[config.mk]
export PLATFORM = sky130hd
export DESIGN_NAME = mem_stage
export DESIGN_NICKNAME = d
export VERILOG_FILES = /design/src/rtl/mem_stage.sv
export SDC_FILE = /design/constraint.sdc
export NUM_CORES = 1
export LEC_CHECK = 0
export ABC_CLOCK_PERIOD_IN_PS = 2350
export BUFFER_PORTS_ARGS = -buffer_cell sky130_fd_sc_hd__buf_4
export CORE_MARGIN = 4
export CORE_UTILIZATION = 51
export DETAILED_ROUTE_END_ITERATION = 12
export PLACE_DENSITY = 0.81
export SLEW_MARGIN = 10
export SYNTH_ARGS = -nofsm -noshare
export SYNTH_HDL_FRONTEND = slang
export SYNTH_SLANG_ARGS = --single-unit
export TNS_END_PERCENT = 10
[constraint.sdc]
create_clock -name clock -period 2.35 [get_ports clock]
set_input_delay 0.1175 -clock clock [delete_from_list [all_inputs] [get_ports clock]]
set_output_delay 0.1175 -clock clock [all_outputs]
set_load 0.005 [all_outputs]
[src/rtl/mem_stage.sv]
// MEM stage of the 5-stage MIPS pipeline.
// Issues loads/stores on a req/ack data bus, aligns and extends load data,
// and registers the writeback triple for WB. Stalls upstream while a bus
// transaction is outstanding; flags misaligned accesses and bus timeouts.
module mem_stage #(
   parameter int unsigned DATA_WIDTH     = 32,
   parameter int unsigned REG_ADDR_WIDTH = 5,
   parameter int unsigned TIMEOUT_CYCLES = 255
) (
   input  logic                      clock,
   input  logic                      reset,
   input  logic                      mem_write_enable,
   input  logic [REG_ADDR_WIDTH-1:0] mem_write_addr,
   input  logic [DATA_WIDTH-1:0]     mem_write_data,
   input  logic [3:0]                mem_op,
   input  logic [DATA_WIDTH-1:0]     mem_store_data,
   output logic                      dbus_req,
   output logic                      dbus_we,
   output logic [DATA_WIDTH-1:0]     dbus_addr,
   output logic [3:0]                dbus_byte_en,
   output logic [DATA_WIDTH-1:0]     dbus_wdata,
   input  logic                      dbus_ack,
   input  logic [DATA_WIDTH-1:0]     dbus_rdata,
   output logic                      stall_request,
   output logic                      wb_write_enable,
   output logic [REG_ADDR_WIDTH-1:0] wb_write_addr,
   output logic [DATA_WIDTH-1:0]     wb_write_data,
   output logic                      misaligned_error,
   output logic                      bus_error
);

   localparam int unsigned CNT_W = $clog2(TIMEOUT_CYCLES + 1);
   localparam logic [CNT_W-1:0] CNT_LAST = CNT_W'(TIMEOUT_CYCLES - 1);

   typedef enum logic {
      IDLE,
      BUSY
   } state_t;

   typedef enum logic [3:0] {
      OP_NONE = 4'd0,
      OP_LB   = 4'd1,
      OP_LBU  = 4'd2,
      OP_LH   = 4'd3,
      OP_LHU  = 4'd4,
      OP_LW   = 4'd5,
      OP_SB   = 4'd6,
      OP_SH   = 4'd7,
      OP_SW   = 4'd8
   } op_t;

   state_t              state_q, state_n;
   logic [CNT_W-1:0]    count_q, count_n;
   logic [3:0]          op_q, op_n;
   logic [1:0]          lane_q, lane_n;

   logic                      req_n, we_n;
   logic [DATA_WIDTH-1:0]     addr_n, wdata_n;
   logic [3:0]                en_n;
   logic                      wb_en_n;
   logic [REG_ADDR_WIDTH-1:0] wb_addr_n;
   logic [DATA_WIDTH-1:0]     wb_data_n;
   logic                      mis_n, berr_n;

   logic                  is_load, is_store, is_byte, is_half, is_word, aligned;
   logic [3:0]            lane_en;
   logic [DATA_WIDTH-1:0] store_word;
   logic [DATA_WIDTH-1:0] load_shift, load_value;
   logic [15:0]           load_half;

   // Decode the incoming operation: access size, alignment, lanes and store data.
   always_comb begin
      is_byte    = (mem_op == OP_LB) || (mem_op == OP_LBU) || (mem_op == OP_SB);
      is_half    = (mem_op == OP_LH) || (mem_op == OP_LHU) || (mem_op == OP_SH);
      is_word    = (mem_op == OP_LW) || (mem_op == OP_SW);
      is_load    = (mem_op == OP_LB) || (mem_op == OP_LBU) || (mem_op == OP_LH) ||
                   (mem_op == OP_LHU) || (mem_op == OP_LW);
      is_store   = (mem_op == OP_SB) || (mem_op == OP_SH) || (mem_op == OP_SW);
      aligned    = is_byte || (is_half && !mem_write_data[0]) ||
                   (is_word && (mem_write_data[1:0] == 2'b00));
      lane_en    = 4'b0000;
      store_word = '0;
      if (is_byte) begin
         lane_en = 4'b0001 << mem_write_data[1:0];
      end else if (is_half) begin
         lane_en = mem_write_data[1] ? 4'b1100 : 4'b0011;
      end else if (is_word) begin
         lane_en = 4'b1111;
      end
      if (mem_op == OP_SB) begin
         store_word = {4{mem_store_data[7:0]}};
      end else if (mem_op == OP_SH) begin
         store_word = {2{mem_store_data[15:0]}};
      end else if (mem_op == OP_SW) begin
         store_word = mem_store_data;
      end
   end

   // Extract and extend load data using the op and lane captured at request time.
   always_comb begin
      load_shift = dbus_rdata >> {lane_q, 3'b000};
      load_half  = lane_q[1] ? dbus_rdata[31:16] : dbus_rdata[15:0];
      case (op_q)
         OP_LB:   load_value = {{24{load_shift[7]}}, load_shift[7:0]};
         OP_LBU:  load_value = {24'h000000, load_shift[7:0]};
         OP_LH:   load_value = {{16{load_half[15]}}, load_half};
         OP_LHU:  load_value = {16'h0000, load_half};
         default: load_value = dbus_rdata;
      endcase
   end

   // Next-state and registered-output values; stall is combinational and forced low in reset.
   always_comb begin
      state_n       = state_q;
      count_n       = count_q;
      op_n          = op_q;
      lane_n        = lane_q;
      req_n         = dbus_req;
      we_n          = dbus_we;
      addr_n        = dbus_addr;
      en_n          = dbus_byte_en;
      wdata_n       = dbus_wdata;
      wb_en_n       = wb_write_enable;
      wb_addr_n     = wb_write_addr;
      wb_data_n     = wb_write_data;
      mis_n         = 1'b0;
      berr_n        = 1'b0;
      stall_request = 1'b0;
      case (state_q)
         IDLE: begin
            if (is_load || is_store) begin
               if (aligned) begin
                  stall_request = reset;
                  state_n       = BUSY;
                  count_n       = '0;
                  op_n          = mem_op;
                  lane_n        = mem_write_data[1:0];
                  req_n         = 1'b1;
                  we_n          = is_store;
                  addr_n        = {mem_write_data[DATA_WIDTH-1:2], 2'b00};
                  en_n          = lane_en;
                  wdata_n       = store_word;
                  wb_en_n       = 1'b0;
               end else begin
                  mis_n   = 1'b1;
                  wb_en_n = 1'b0;
               end
            end else begin
               wb_en_n   = mem_write_enable;
               wb_addr_n = mem_write_addr;
               wb_data_n = mem_write_data;
            end
         end
         BUSY: begin
            if (dbus_ack) begin
               // Ack beats timeout when both land on the same cycle.
               state_n = IDLE;
               req_n   = 1'b0;
               if (op_q == OP_SB || op_q == OP_SH || op_q == OP_SW) begin
                  wb_en_n = 1'b0;
               end else begin
                  wb_en_n   = mem_write_enable;
                  wb_addr_n = mem_write_addr;
                  wb_data_n = load_value;
               end
            end else if (count_q == CNT_LAST) begin
               state_n = IDLE;
               req_n   = 1'b0;
               berr_n  = 1'b1;
               wb_en_n = 1'b0;
            end else begin
               stall_request = reset;
               count_n       = count_q + CNT_W'(1);
            end
         end
         default: begin
            state_n = IDLE;
            req_n   = 1'b0;
         end
      endcase
   end

   // State, bus and writeback registers.
   always_ff @(posedge clock or negedge reset) begin
      if (!reset) begin
         state_q          <= IDLE;
         count_q          <= '0;
         op_q             <= '0;
         lane_q           <= '0;
         dbus_req         <= 1'b0;
         dbus_we          <= 1'b0;
         dbus_addr        <= '0;
         dbus_byte_en     <= '0;
         dbus_wdata       <= '0;
         wb_write_enable  <= 1'b0;
         wb_write_addr    <= '0;
         wb_write_data    <= '0;
         misaligned_error <= 1'b0;
         bus_error        <= 1'b0;
      end else begin
         state_q          <= state_n;
         count_q          <= count_n;
         op_q             <= op_n;
         lane_q           <= lane_n;
         dbus_req         <= req_n;
         dbus_we          <= we_n;
         dbus_addr        <= addr_n;
         dbus_byte_en     <= en_n;
         dbus_wdata       <= wdata_n;
         wb_write_enable  <= wb_en_n;
         wb_write_addr    <= wb_addr_n;
         wb_write_data    <= wb_data_n;
         misaligned_error <= mis_n;
         bus_error        <= berr_n;
      end
   end

endmodule

==> run_results.csv <==
group,metric,value,unit
outcome,status,"finished clean",
synthesis,synth_compound_area_frac,0.198,
synthesis,synthSimpleGateAreaFrac,0.167,
critical_path,max_stage_delay,0.44,ns
synthesis,yosys.area.top_type,"dfrtp_1",
clock_tree,cts_tree,"yes",
global_routing,grt_usage,0.297,
critical_path,cp-start-kind,"register",
critical_path,reg2reg_depth,5,
synthesis,synth_top_family_by_area,"compound AO/OA/AOI/OAI gates",
synthesis,synth.area.top_cells,"dfrtp_1 (49%), mux2_2 (6.8%), o21ai_0 (5.1%)",
min_path,hp-class,"input pin to register",
placement,pre_cts_ws,0.00489,ns
floorplanning,start_util,0.523,
detailed_routing,wl,21.3,mm
min_path,holdPathEnd,"dbus_wdata[5]$_DFFE_PN0P_",
timing,fin_crit_sh,0.988,
timing,clock.fmax,0.431,GHz
floorplanning,boundaryPins,220,
cells_and_area,area_delta_synth_final,47.0,%
global_routing,grt_overflow_total,0,
clock_tree,cts_buffer_depth,2,
synthesis,yosys_warnings,0,
timing,setup_viol,0,
critical_path,end_kind,"output port",
clock_tree,clock_sinks,123,
timing,slew_headroom,0.264,
timing,worst_slack,0.0288,ns
detailed_routing,antenna_left,0,
clock_tree,numCtsBuffers,17,
placement,numPortBuffers,217,
detailed_routing,via_count,6377,
timing,rsz0062_at_grt,"true",
global_routing,grt_max_degree,83,
min_path,min_from,"mem_store_data[5]",
floorplanning,fp.dieArea,14300,sq um
synthesis,synthFlopType,"dfrtp_1",
cells_and_area,antenna_cells,0,
detailed_routing,drtIter0Drc,680,
floorplanning,std_cell_rows,40,
critical_path,path_max_fanout,6,
detailed_routing,wl_per_cell,19.4,um
run,drv_cap,0,
synthesis,synth_edf_count,0,
min_path,hold_depth,3,
placement,dpl.hpwl,14.9,mm
floorplanning,core,12100,sq um
global_routing,grt_pass1_wl,33.6,mm
critical_path,r2r-start,"op_q[2]$_DFFE_PN0P_",
timing,max_slew.worst_pin.slew,1.10,ns
synthesis,synthAdderAreaFrac,0.00395,
critical_path,critPathKind,"register to output port",
timing,hold_viol,0,
cells_and_area,fin_nets,1033,
floorplanning,die_y,119,um
clock_tree,cts-htree-levels,4,
clock_tree,cts_setup_buffers,0,
critical_path,path_buf_inv,2,
clock_tree,clk_pin_slew,0.05,ns
critical_path,arrival,2.20,ns
synthesis,synth_top_area_frac,0.486,
synthesis,synthCells,658,
detailed_routing,drc,0,
clock_tree,insertion_delay,0.42,ns
synthesis,synth-seq-cells,123,
critical_path,rrSetupSlack,0.19,ns
critical_path,path_cells,"inv_1 > ha_1 > nand4_1 > or2_2 > o21ai_1 > nand2_1 > and2_1 > buf_4",
clock_tree,clock_tree.root_cell,"clkbuf_16",
critical_path,crit_cells,8,
timing,skew,0.00843,ns
detailed_routing,drt_pass1_iterations,6,
timing,maxSlewViolCount,0,
detailed_routing,avgViaCountPerCell,5.78,
timing,period_needed,2.32,ns
critical_path,cp_data_required_time,2.23,ns
cells_and_area,drive_gt1_frac,0.341,
critical_path,path_delay_family,"simple AND/OR/NAND/NOR gates",
synthesis,synth.avg_cell_area,9.63,sq um
synthesis,muxShareOfSynthArea,0.0964,
critical_path,r2r-end,"wb_write_data[26]$_DFFE_PN0P_",
synthesis,synth_cell_types,58,
pwr,power.leakage,4.35,nW
placement,place_congestion,0.987,
floorplanning,die_x,119,um
synthesis,synth_area,6340,sq um
critical_path,cp_slowest_cell,"dfrtp_1",
global_routing,grt_pass1_vias,6380,
synthesis,ys_seq_area_frac,0.486,
pwr,p_per_area,915,nW/um^2
pwr,ir_drop,0.653,mV
synthesis,synthXorXnorAreaFrac,0.00553,
synthesis,ys_async_sr_fraction,1.00,
global_routing,grt_antenna_before_repair,0,
timing,hold_ws,0.0183,ns
-- cell usage after synthesis, types with 5 or more instances --
master	number
nand3_1	12
nand2_1	83
a221o_1	8
o211ai_1	6
o22ai_1	25
and3_1	18
a21oi_1	37
o21a_1	7
nor2_1	37
nand4_1	5
o21ai_0	65
o221ai_1	9
inv_1	12
clkbuf_1	24
nor3_1	5
buf_1	5
mux2_2	38
nor2b_1	23
o31ai_1	8
a22oi_1	8
mux2i_1	16
buf_2	19
nand2b_1	5
o21bai_1	5
dfrtp_1	123
-- per-layer routing --
metal / track usage / vias to the layer above / routed length (um)
met5: 0 / - / 0
met4: 0.131 / 0 / 688
met3: 0.0660 / 56 / 1580
met2: 0.464 / 319 / 10300
met1: 0.399 / 3091 / 8800
li1: - / 2911 / -
-- flip-flops by register name, summed over array words and instances, names as in the netlist, 2 cells and up --
name and count:
wb_write_addr 5, op_q 4, count_q 8, lane_q 2, dbus_wdata 32, wb_write_data 32
dbus_addr 30, dbus_byte_en 4
-- how the worst max path moves through the flow --
stage / start / slack (ns) / endpoint
floorplan: lane_q[1]$_DFFE_PN0P_ / 0.37 / wb_write_data[10]$_DFFE_PN0P_
global placement: mem_op[1] / 0.07 / dbus_addr[11]$_DFFE_PN0P_
detailed placement: mem_op[1] / 0.005 / dbus_addr[8]$_DFFE_PN0P_
CTS: count_q[0]$_DFFE_PN0P_ / 0.06 / stall_request
global route: mem_op[1] / -0.09 / stall_request
finish: count_q[0]$_DFFE_PN0P_ / 0.03 / stall_request
-- cells by family (layout without fill, tap and decap cells) --
family / Yosys count / count (layout)
flops: 123 / 123
compound gates: 198 / 198
buf+inv: 63 / 339
mux: 55 / 55
xor+xnor: 4 / 4
other cells: 1 / 2
fa+ha+maj: 2 / 2
simple gates: 212 / 212
-- stage by stage --
step           power, mW  setup TNS (ns)   util  cell area [sq um]  std cells
3_3_place_gp        5.76               0  0.677               8190       1017
5_1_grt             8.96         -0.0935  0.769               9320       1103
2_1_floorplan       4.40               0      -               6340        659
4_1_cts             8.50               0  0.769               9310       1103
3_5_place_dp        5.87               0  0.677               8190       1017
6_report            8.52               0  0.769               9320       1103
-- report_power, final --
part	internal (mW)	total [mW]	switching [mW]
logic	1.51	2.91	1.40
clock network	1.64	2.53	0.895
registers	2.66	3.07	0.417
-- layout make-up --
type | count | area, sq um
clock buffer | 25 | 485
clock inverter | 7 | 88.8
tap | 168 | 210
inverter | 12 | 45.0
timing repair buffer | 295 | 2390
sequential | 123 | 3080
multi-input combinational | 473 | 3020
fill | 839 | 2800
-- layout by cell type, fill, tap and decap left out, types with 23 or more instances in the layout --
master | synthesis | layout
a21oi_1 | 37 | 37
o21ai_0 | 65 | 64
nor2b_1 | 23 | 23
o22ai_1 | 25 | 25
buf_4 | 2 | 238
dlygate4sd3_1 | 0 | 54
nor2_1 | 37 | 37
nand2_1 | 83 | 83
dfrtp_1 | 123 | 123
mux2_2 | 38 | 38
-- tightest hold or removal path: stages --
cell and delay [ns]:
buf_4 0.13, nand2_1 0.06, o21ai_0 0.07
-- what timing repair did --
| item | 4_1_cts | 5_1_grt |
|---|---|---|
| hold buffers | 54 | 0 |
| setup endpoints to repair | 1 | 7 |
| gates resized for setup | 1 | 1 |
| hold endpoints to repair | 177 | 0 |
No activity file was read; power rests on OpenSTA's default activity.
